File: src/rtl/fetch_stage.sv
// fetch_stage: RISC-V IF stage with PC, IF/ID register, stall/redirect/halt; FETCH_PERF_CNT_EN adds fetch/flush counters
module fetch_stage #(
  parameter int INS_ADDRESS = 32,
  parameter int INS_W = 32,
  parameter logic [INS_ADDRESS-1:0] RESET_PC = '0,
  parameter logic [INS_ADDRESS-1:0] MAX_PC = INS_ADDRESS'(70),
  parameter logic [INS_W-1:0] NOP = INS_W'(32'h00000013)
) (
  input  logic                   clk,
  input  logic                   rst_n,
  input  logic                   stall_i,
  input  logic                   redirect_i,
  input  logic [INS_ADDRESS-1:0] redirect_pc_i,
  output logic [INS_ADDRESS-1:0] imem_addr_o,
  input  logic [INS_W-1:0]       imem_instr_i,
  output logic                   ifid_valid_o,
  output logic [INS_ADDRESS-1:0] ifid_pc_o,
  output logic [INS_ADDRESS-1:0] ifid_pc4_o,
  output logic [INS_W-1:0]       ifid_instr_o,
`ifdef FETCH_PERF_CNT_EN
  output logic [31:0]            fetch_cnt_o,
  output logic [31:0]            flush_cnt_o,
`endif
  output logic                   halted_o
);
  logic [INS_ADDRESS-1:0] pc, pc4;
  logic halt, load;
  assign imem_addr_o = pc;
  assign pc4 = pc + INS_ADDRESS'(4);
  // halting takes effect on the very edge that sees pc beyond MAX_PC
  assign halt = halted_o | (pc > MAX_PC);
  assign load = !redirect_i && !halt && !stall_i;
  always_ff @(posedge clk or negedge rst_n)
    if (!rst_n) begin
      pc <= RESET_PC;
      ifid_valid_o <= 1'b0;
      ifid_pc_o <= '0;
      ifid_pc4_o <= '0;
      ifid_instr_o <= NOP;
      halted_o <= 1'b0;
    end else if (redirect_i) begin
      pc <= redirect_pc_i;
      ifid_valid_o <= 1'b0;
      ifid_pc_o <= '0;
      ifid_pc4_o <= '0;
      ifid_instr_o <= NOP;
      halted_o <= halted_o & (redirect_pc_i > MAX_PC);
    end else if (halt) begin
      halted_o <= 1'b1;
      ifid_valid_o <= 1'b0;
      ifid_pc_o <= '0;
      ifid_pc4_o <= '0;
      ifid_instr_o <= NOP;
    end else if (load) begin
      pc <= pc4;
      ifid_valid_o <= 1'b1;
      ifid_pc_o <= pc;
      ifid_pc4_o <= pc4;
      ifid_instr_o <= imem_instr_i;
    end
`ifdef FETCH_PERF_CNT_EN
  always_ff @(posedge clk or negedge rst_n)
    if (!rst_n) begin
      fetch_cnt_o <= '0;
      flush_cnt_o <= '0;
    end else begin
      if (load && fetch_cnt_o != '1) fetch_cnt_o <= fetch_cnt_o + 32'd1;
      if (redirect_i && flush_cnt_o != '1) flush_cnt_o <= flush_cnt_o + 32'd1;
    end
`endif
endmodule

File: config.mk
export PLATFORM = sky130hd
export DESIGN_NAME = fetch_stage
export DESIGN_NICKNAME = d
export VERILOG_FILES = /design/src/rtl/fetch_stage.sv
export SDC_FILE = /design/constraint.sdc
export NUM_CORES = 1
export LEC_CHECK = 0
export ABC_AREA = 0
export ABC_CLOCK_PERIOD_IN_PS = 6250
export BUFFER_PORTS_ARGS = -buffer_cell sky130_fd_sc_hd__buf_2
export CAP_MARGIN = 40
export CORE_AREA = 2 2 110 112
export DETAILED_ROUTE_END_ITERATION = 16
export DIE_AREA = 0 0 112 114
export MAX_ROUTING_LAYER = met4
export PLACE_DENSITY = 0.76
export SLEW_MARGIN = 30
export SYNTH_ARGS = -nofsm -noshare
export SYNTH_HDL_FRONTEND = slang
export SYNTH_SLANG_ARGS = --single-unit
File: constraint.sdc
create_clock -name clk -period 6.25 [get_ports clk]
set_input_delay 0.9375 -clock clk [delete_from_list [all_inputs] [get_ports clk]]
set_output_delay 0.9375 -clock clk [all_outputs]
set_load 0.01 [all_outputs]
==> flow_summary.toml <==
[detailed_routing]
routedWlPerCell_um = 15.4
via_count = 3570
wl_um = 11300
wl_met1_um = 4920
met3_length_um = 620
drcViolationCount = 0
top_layer_used = "met4"
viasPerCell = 4.86
drtAntennaViolNets = 0
wl_met2_um = 5590
drt_iter0_drc = 169
drtPass1Iterations = 4

[floorplan]
initial_core_util = 0.419
die_h_um = 114
rows = 40
die_w_um = 112
coreArea_um2 = 11700
ios = 198
die-area_um2 = 12800

[clock_tree]
cts_tree = "yes"
path_clk_slew_ps = 60
cts_hold_buf = 0
clk_path_buf_depth = 2
cts_resized = 0
clk_latency_ps = 400
cts_setup_buffers = 0
numClockSinks = 128
htree_levels = 4
cts-buffers-inserted = 17
cts_root_buffer = "clkbuf_16"

[yosys]
synth_cells = 378
synth_top_area_frac = 0.637
seq_area_frac_synth = 0.653
syn_area_um2 = 4910
synth_warnings = 0
synth_nets = 448
synth-edff-count = 0
yosys.area.top_type = "dfrtp_1"
yosys-top-cells-count = "125 x dfrtp_1, 50 x and2_1, 48 x nor2_1"
syn_area_per_cell_um2 = 13.0
yosysMostFrequentCell = "dfrtp_1"
synth_seq_cells = 128
async_flop_share = 1.00
synthTopCellsByArea = "dfrtp_1 64%, mux2i_1 7.3%, and2_1 6.4%, mux2_2 6.2%, nor2_1 3.7%"
synthFlopType = "dfrtp_1"
synth_cell_types = 34

[sta]
max_slew.worst_pin.slew_ps = 809
max_freq_ghz = 0.342
drv_slew = 0
setup_viol = 0
fin_crit_sh = 0.468
fin_setup_tns_ps = 0
setup_ws_ps = 3320
skew_ps = 6.99
rsz0062_at_grt = "false"
hold_violations = 0
fin_crit_ps = 2930
max_slew_margin = 0.461

[critical_path]
required_ps = 6580
critPathArrivalTime_ps = 3260
path_buf_inv = 3
cp-start-kind = "input pin"
reg2regPathDepth = 8
cp_num_cells = 8
endpoint = "ifid_pc_o[27]$_DFFE_PN0P_"
path_class = "in -> reg"
worst-r2r-setup-slack_ps = 3580
critPathMaxFanout = 50
worstReg2RegEnd = "ifid_pc_o[27]$_DFFE_PN0P_"
cp_slowest_cell = "a2111o_2"
path_cells = "buf_2 -> nor4_2 -> nand2_1 -> a2111o_2 -> buf_12 -> nor2_2 -> buf_4 -> and2_1"
startpoint = "redirect_i"
r2r_start = "imem_addr_o[2]$_DFFE_PN0P_"
crit_family = "buffers and inverters"
max_stage_delay_ps = 620
cp-end-kind = "flip-flop"

[grt]
antenna_found_initial = 0
grt_overflow = 0
grt_pass1_vias = 3642
grt_max_degree = 72
grt_use_total = 0.186
grt_pass1_wl_um = 18100

[pwr]
switching_power_w = 0.000461
clkPwrFrac = 0.486
power_frac_seq = 0.443
p_int_w = 0.00151
leakage_nw = 3.57
ir_drop_v = 0.000192
p_per_area_nw_per_um2 = 296
pwr-share-comb = 0.071
swShare = 0.234

[layout]
utilization = 0.568
antennaDiodeCount = 0
syn2layout_area_growth_pct = 35.3
nets = 645
fillers = 1018
drive_gt1_frac = 0.457

[min_path]
min_path_type = "in -> async"

[placed_design]
io_buffers = 197
place.gp.congestion = 0.897
detailed_place_hpwl_um = 7860
dpl_worst_slack_ps = 2850

[run]
max_cap_violations = 0

[outcome]
status = "finished clean"
==> sequential cells by signal, indices dropped and copies added (netlist names) <==
| register | flops |
|---|---|
| ifid_pc4_o | 30 |
| ifid_pc_o | 32 |
| ifid_instr_o | 32 |
| imem_addr_o | 32 |
| halted_o | 1 |
| ifid_valid_o | 1 |
==> layout make-up <==
| class | count | area (µm²) | share of cell area |
|---|---|---|---|
| repair buffers | 203 | 1080 | 0.162 |
| flip-flops and latches | 128 | 3210 | 0.482 |
| well taps | 147 | 184 | 0.0277 |
| clock buffers | 17 | 425 | 0.0640 |
| inverters | 3 | 11.3 | 0.00169 |
| clock inverters | 15 | 159 | 0.0239 |
| multi-input cells | 222 | 1580 | 0.238 |
==> kinds of logic after synthesis <==
logic type,after synthesis,synth area share
AOI/OAI and AO/OA,20,0.0311
and+or+nand+nor,134,0.145
muxes,63,0.135
xor gates and xnor gates,3,0.00535
DFF,128,0.653
buffers and inverters,28,0.0255
adders and majority gates,2,0.00509
==> stage by stage <==
step | area (µm²) | std cells | hold WS, ps | power, W
finish | 6650 | 735 | 352 | 0.00197
global route | 6650 | 735 | 336 | 0.00205
CTS | 6580 | 732 | 484 | 0.00199
detailed placement | 5990 | 700 | 465 | 0.00102
global placement | 5990 | 700 | 464 | 0.00102
floorplan | 4910 | 378 | 524 | 0.000948
==> placed cells by master, fill, tap and decap left out, types with 2 or more instances in the layout <==
cell type,instances
mux2_2,27
bufinv_16,2
nand4_1,4
ha_1,2
a221o_1,4
nand2_1,3
inv_1,3
clkinv_2,3
nor4_1,8
nor3_1,7
clkinv_4,3
a21oi_1,6
clkinvlp_4,3
nor2_1,48
dfstp_2,3
inv_6,4
xor2_1,2
or4b_1,2
and2_1,50
mux2i_1,36
buf_12,2
o21ai_0,2
buf_4,4
nand3_1,4
buf_2,196
clkbuf_16,17
dfrtp_1,125
a211o_1,4
nor2b_1,4
==> layer usage <==
layer,track usage,up-vias
li1,-,1676
met1,0.232,1756
met2,0.293,121
met3,0.0531,17
met4,0.0675,0
met5,-,-
==> power groups by stage <==
stage	Combinational [W]	Sequential, W	Clock (W)
floorplan	0.0000578	0.000891	0
global placement	0.000134	0.000884	0
detailed placement	0.000138	0.000885	0
CTS	0.000138	0.000871	0.000980
global route	0.000153	0.000874	0.00102
finish	0.000140	0.000872	0.000957
==> how the worst min path moves through the flow <==
stage,endpoint,start,depth (start not counted)
3_3_place_gp,ifid_pc4_o[19]$_DFFE_PN0P_,ifid_pc4_o[19]$_DFFE_PN0P_,1
6_report,imem_addr_o[12]$_DFFE_PN0P_,rst_n,1
3_5_place_dp,ifid_pc4_o[10]$_DFFE_PN0P_,ifid_pc4_o[10]$_DFFE_PN0P_,1
5_1_grt,imem_addr_o[12]$_DFFE_PN0P_,rst_n,1
4_1_cts,ifid_pc4_o[10]$_DFFE_PN0P_,ifid_pc4_o[10]$_DFFE_PN0P_,1
2_1_floorplan,ifid_pc4_o[10]$_DFFE_PN0P_,ifid_pc4_o[10]$_DFFE_PN0P_,1
No activity file was read; power rests on OpenSTA's default activity.
